**src/rtl/jt12_eg_ring.sv**
```systemverilog
// jt12_eg_ring: per-slot envelope state ring plus the global envelope timer.
// The ring holds {state, eg, ssg_inv, cnt_lsb, key} for every operator slot.
// The head entry feeds the combinational envelope stage, and that stage's
// results come back in at the tail. Optional build macro JT12_EG_FASTCNT_EN
// bypasses the divider so that eg_cnt steps on every zero pulse.
module jt12_eg_ring #(
    parameter int SLOTS = 24,
    parameter int CNT_W = 15,
    parameter int DIV   = 3
) (
    input  logic             clk,
    input  logic             rst,
    input  logic             clk_en,
    input  logic             zero,
    input  logic             keyon_I,
    input  logic [2:0]       state_next,
    input  logic [9:0]       eg_next,
    input  logic             ssg_inv_out,
    input  logic             cnt_lsb,
    output logic [2:0]       state_in,
    output logic [9:0]       eg_in,
    output logic             ssg_inv_in,
    output logic             cnt_in,
    output logic             keyon_now,
    output logic             keyoff_now,
    output logic [CNT_W-1:0] eg_cnt
);

    typedef struct packed {
        logic [2:0] state;
        logic [9:0] eg;
        logic       ssg_inv;
        logic       cnt;
        logic       key;
    } slot_t;

    // Cleared slot: release state, full attenuation, key up.
    localparam slot_t SLOT_RST = '{state: 3'b000, eg: 10'h3FF, ssg_inv: 1'b0,
                                   cnt: 1'b0, key: 1'b0};

    slot_t            ring_r [SLOTS];
    slot_t            tail_s;
    logic [CNT_W-1:0] eg_cnt_r;

    // Pack the envelope stage results together with this cycle's key bit.
    always_comb begin
        tail_s = '{state: state_next, eg: eg_next, ssg_inv: ssg_inv_out,
                   cnt: cnt_lsb, key: keyon_I};
    end

    // Rotate the ring one slot per clk_en; reset clears every entry at once.
    always_ff @(posedge clk) begin
        if (rst) begin
            for (int i = 0; i < SLOTS; i++) begin
                ring_r[i] <= SLOT_RST;
            end
        end else if (clk_en) begin
            for (int i = 0; i < SLOTS - 1; i++) begin
                ring_r[i] <= ring_r[i+1];
            end
            ring_r[SLOTS-1] <= tail_s;
        end
    end

    // The head entry is itself a flop, so these outputs are registered.
    assign state_in   = ring_r[0].state;
    assign eg_in      = ring_r[0].eg;
    assign ssg_inv_in = ring_r[0].ssg_inv;
    assign cnt_in     = ring_r[0].cnt;

    // Key edges compare the live key bit against the key stored last revolution.
    assign keyon_now  =  keyon_I & ~ring_r[0].key;
    assign keyoff_now = ~keyon_I &  ring_r[0].key;

`ifdef JT12_EG_FASTCNT_EN
    // Fast build: the global counter steps on every qualified zero pulse.
    always_ff @(posedge clk) begin
        if (rst) begin
            eg_cnt_r <= {CNT_W{1'b0}};
        end else if (clk_en && zero) begin
            eg_cnt_r <= eg_cnt_r + CNT_W'(1);
        end
    end
`else
    localparam int DIV_W = (DIV > 1) ? $clog2(DIV) : 1;

    logic [DIV_W-1:0] div_r;
    logic             div_wrap_s;

    assign div_wrap_s = (div_r == DIV_W'(DIV - 1));

    // Divide qualified zero pulses by DIV; the counter steps when the divider wraps.
    always_ff @(posedge clk) begin
        if (rst) begin
            div_r    <= {DIV_W{1'b0}};
            eg_cnt_r <= {CNT_W{1'b0}};
        end else if (clk_en && zero) begin
            if (div_wrap_s) begin
                div_r    <= {DIV_W{1'b0}};
                eg_cnt_r <= eg_cnt_r + CNT_W'(1);
            end else begin
                div_r    <= div_r + DIV_W'(1);
            end
        end
    end
`endif

    assign eg_cnt = eg_cnt_r;

endmodule
```
**config.mk**
```make
export PLATFORM = sky130hd
export DESIGN_NAME = jt12_eg_ring
export DESIGN_NICKNAME = d
export VERILOG_FILES = /design/src/rtl/jt12_eg_ring.sv
export SDC_FILE = /design/constraint.sdc
export NUM_CORES = 1
export LEC_CHECK = 0
export BUFFER_PORTS_ARGS = -buffer_cell sky130_fd_sc_hd__buf_4
export CAP_MARGIN = 20
export CELL_PAD_IN_SITES_DETAIL_PLACEMENT = 0
export CELL_PAD_IN_SITES_GLOBAL_PLACEMENT = 2
export CORE_MARGIN = 2
export CORE_UTILIZATION = 45
export DETAILED_ROUTE_END_ITERATION = 7
export MAX_ROUTING_LAYER = met4
export PLACE_DENSITY = 0.76
export SYNTH_ARGS = -nofsm -noshare
export SYNTH_HDL_FRONTEND = slang
export SYNTH_SLANG_ARGS = --single-unit
```
**constraint.sdc**
```tcl
create_clock -name clk -period 8.6 [get_ports clk]
set_clock_uncertainty 0.15 [all_clocks]
set_input_delay 0.43 -clock clk [delete_from_list [all_inputs] [get_ports clk]]
set_output_delay 0.43 -clock clk [all_outputs]
set_load 0.005 [all_outputs]
```
# After elaboration in Yosys (flattened, before gate mapping)
# Memories as Yosys holds them, arrays and structs flattened.
# Cells that the tools add are included.
# totals
word_cells	66
n_memories	1
in_bits	20
output_inout_bits	32
register_bits	17
latch_bits	0
rom_bits	0
ramBits	384
# op_classes
n_shift	0
n_addsub	2
bitwise_logic	28
mul	0
magnitude_cmp	0
n_mux	30
reduce_logical	2
n_eq_ne	1
n_div	0
# mem_list
name	depth	word_bits	rd	rd_ports_with_merged_regs	write_ports	line_no	text
ring_r	24	16	24	0	24	41	slot_t ring_r [SLOTS];
# op_table
operator	n
$mux 16	24
$or 1x1->1	24
$add 15x1->15 const B	1
$mux 1	5
$add 2x1->2 const B	1
$and 1x1->1	2
$eq 2x2->1 const B	1
$mux 2	1
$not 1->1	2
$reduce_and 2->1	1
$logic_and 1x1->1	1

# Longest topological paths before layout
# logic_depth
ltp_word	4
depth_mapped	5
depth_no_buf	5

# Worst setup path after synthesis
# Ideal clock, no wire load.
# synth_timing
path_kind	input-to-reg
startpoint	input rst
endpoint	memory ring_r[0][0] in the netlist's numbering, enable pin
arrival_time_ns	5.598
path_slack_ns	2.263
path_stages	3
required_ns	7.861
path_cell_list	clkbuf_1 -> clkbuf_1 -> or2_2
# synth_lines
element	line_no	text
start, declared	12	input logic rst,
end, declared	41	

==> flow_metrics.py <==
metrics = {
    "run_status": {
        "status": "finished clean",
    },
    "setup_path": {
        "slowest_stage": "or2_4",
        "path_cells": "buf_4 > or2_4 > buf_12",
        "r2r_end": "eg_cnt[14]",
        "critPathMaxStageDelay_ns": 0.89,
        "worstRegToRegCells": 4,
        "cp_top_family": "buffers and inverters",
        "rr_startpoint": "eg_cnt[3]",
        "cp-start-kind": "input pin",
        "cp_data_arrival_time_ns": 3.05,
        "cp_num_buf_inv": 2,
        "worst_setup_path_end_kind": "flip-flop",
        "critPathRequiredTime_ns": 8.59,
        "path_class": "in -> reg",
        "critPathMaxFanout": 194,
        "rrSetupSlack_ns": 6.65,
    },
    "pwr": {
        "p_comb_frac": 0.026,
        "internal_power_mw": 3.19,
        "seq_power_share": 0.561,
        "netSwitchingFraction": 0.192,
        "pwr-share-clk": 0.413,
        "power_per_cell_area_nw_per_um2": 232,
        "ir_drop_mv": 0.132,
        "p_leak_nw": 5.30,
        "p_switching_uw": 760,
    },
    "drt": {
        "via_count": 6650,
        "drt_first_pass_iters": 4,
        "drc": 0,
        "routed_wl_um": 17400,
        "antenna_left": 0,
        "drt_iter0_markers": 552,
        "vias_per_cell": 4.64,
        "avgRoutedWirePerCell_um": 12.1,
    },
    "clock_network": {
        "cts_sinks": 401,
        "cts.clk_slew.worst_paths_ns": 0.06,
        "clk_latency_ns": 0.52,
        "cts_tree": "done",
        "cts_htree_levels": 2,
        "cts-hold-fix-buffers": 9,
        "cts_resized": 0,
        "cts-root-buf": "clkbuf_16",
        "clk_path_buf_depth": 3,
        "cts_setup_buffers": 0,
        "cts_made_buffers": 43,
    },
    "logic_synthesis": {
        "ys_ff_latch": 401,
        "ys_seq_area_frac": 0.792,
        "synth_common_cells": "edfxtp_1, nand2b_1, and2_1, or2_2, clkbuf_1",
        "synth_largest_area_cell": "edfxtp_1",
        "yosysTopAreaCellShare": 0.770,
        "syn_inst": 914,
        "post-synth-top-count-cell": "edfxtp_1",
        "ys_warn_count": 0,
        "ys.flop_type": "edfxtp_1",
        "ys_types": 32,
        "netlist_area_um2": 15000,
        "avgSynthCellArea_um2": 16.4,
        "synth_area_leaders": "edfxtp_1, nand2b_1, and2_1, or2_2, dfxtp_1",
        "synth_async_sr_flop_share": 0,
        "synth_edf_count": 384,
        "synth_nets": 935,
    },
    "sta": {
        "drv_slew": 0,
        "setup-violations-final": 0,
        "tightest_slew_ns": 1.41,
        "min_period_over_period": 0.356,
        "maxClockFrequency_ghz": 0.327,
        "hold_ws_ns": 0.0267,
        "fin_tns_setup_ns": 0,
        "fin_ws_ns": 5.54,
        "final_hold_viol_count": 0,
        "min_period_ns": 3.06,
        "relSlewSlack": 0.0623,
        "rsz0062_at_grt": "no",
    },
    "grt": {
        "grtUsageTotal": 0.102,
        "grt_max_degree": 289,
        "grt-ovfl-total": 0,
        "grt_pass1_vias": 6407,
        "antenna_found_initial": 0,
        "grt_pass1_wl_um": 29300,
    },
    "place": {
        "port_buffers": 51,
        "place_ws_ns": 4.91,
        "gp_congestion": 0.638,
        "dp_hpwl_um": 6940,
    },
    "worst_hold_path": {
        "worstHoldEndpoint": "ring_r[23][11]",
        "min_from": "eg_next[8]",
        "hp-class": "in -> reg",
        "holdPathStages": 2,
    },
    "floorplanning": {
        "die_area_um2": 34800,
        "initial_utilization": 0.458,
        "die_x_um": 186,
        "die_y_um": 186,
        "rows": 66,
        "ios": 52,
        "core_um2": 32700,
    },
    "cells_and_area": {
        "drive_gt1_frac": 0.169,
        "area_growth_pct": 13.8,
        "nFillCells": 2750,
        "antenna_cells": 0,
        "nNetsFinal": 984,
    },
    "flow_run": {
        "max_cap_violations": 0,
    },
}
-- cell usage in the layout (no fill, tap or decap), types with 3 or more instances in the layout --
cell type,n
a21oi_1,9
nand3_1,5
or4_1,4
dlygate4sd3_1,9
nand2_1,7
and2_1,109
clkbuf_1,16
nor2_1,10
clkbuf_16,45
xnor2_1,3
buf_12,3
clkinv_1,8
xor2_1,5
clkinv_2,4
nand2b_1,180
o31ai_1,4
or2_2,60
dfxtp_1,17
edfxtp_1,384
buf_4,51
nor2b_1,38
-- metrics by stage --
step	area, µm²	std cells	power [mW]	utilization
global route	17000	1434	4.11	0.521
detailed placement	15700	1351	2.36	0.480
floorplan	15000	914	2.34	-
global placement	15700	1351	2.36	0.480
CTS	17000	1434	4.02	0.521
finish	17000	1434	3.95	0.521
-- routing by layer --
layer / GRT usage / wire length [µm] / up-vias
met5: - / 0 / -
met4: 0.0461 / 601 / 0
met3: 0.0229 / 834 / 53
met2: 0.156 / 7450 / 104
met1: 0.131 / 8520 / 3222
li1: - / - / 3271
-- state kept, by name (all words and copies together), names as in the netlist --
signal	count
div_r	2
ring_r	384
eg_cnt	15
-- worst max path at each step --
stage | depth (start not counted) | from | slack (ns) | to
floorplan | 3 | rst | 2.26 | ring_r[0][0]
global placement | 3 | rst | 4.99 | ring_r[0][3]
detailed placement | 3 | rst | 4.91 | ring_r[0][3]
CTS | 3 | rst | 5.47 | ring_r[1][3]
global route | 3 | rst | 5.27 | ring_r[0][6]
finish | 3 | rst | 5.54 | ring_r[5][3]
-- cell families after synthesis --
logic type	after synthesis	share of synthesized area
simple gates	429	0.178
flops	401	0.792
buf+inv	60	0.0189
compound gates	15	0.00568
xor+xnor	8	0.00468
fa+ha+maj	1	0.000835
-- worst reg2reg max path, stage by stage (launching register included) --
cell	delay, ns
dfxtp_1	0.43
and4_1	0.31
nand4_2	0.26
or4_1	0.58
a21oi_1	0.15
-- power by group through the flow --
stage	Clock, mW	Combinational, mW	Sequential [mW]
2_1_floorplan	0	0.0746	2.27
3_3_place_gp	0	0.101	2.26
3_5_place_dp	0	0.104	2.26
4_1_cts	1.70	0.108	2.22
5_1_grt	1.77	0.117	2.22
6_report	1.63	0.104	2.22
-- area by class of cell --
cell class | instances | area, µm² | area share
clock buffer | 61 | 1190 | 0.0696
tap | 442 | 553 | 0.0324
clock inverter | 13 | 58.8 | 0.00345
inverter | 1 | 3.75 | 0.000220
multi-input combinational | 453 | 2840 | 0.167
sequential | 401 | 11900 | 0.696
timing repair buffer | 63 | 533 | 0.0313
(Power assumes the default switching activity.)
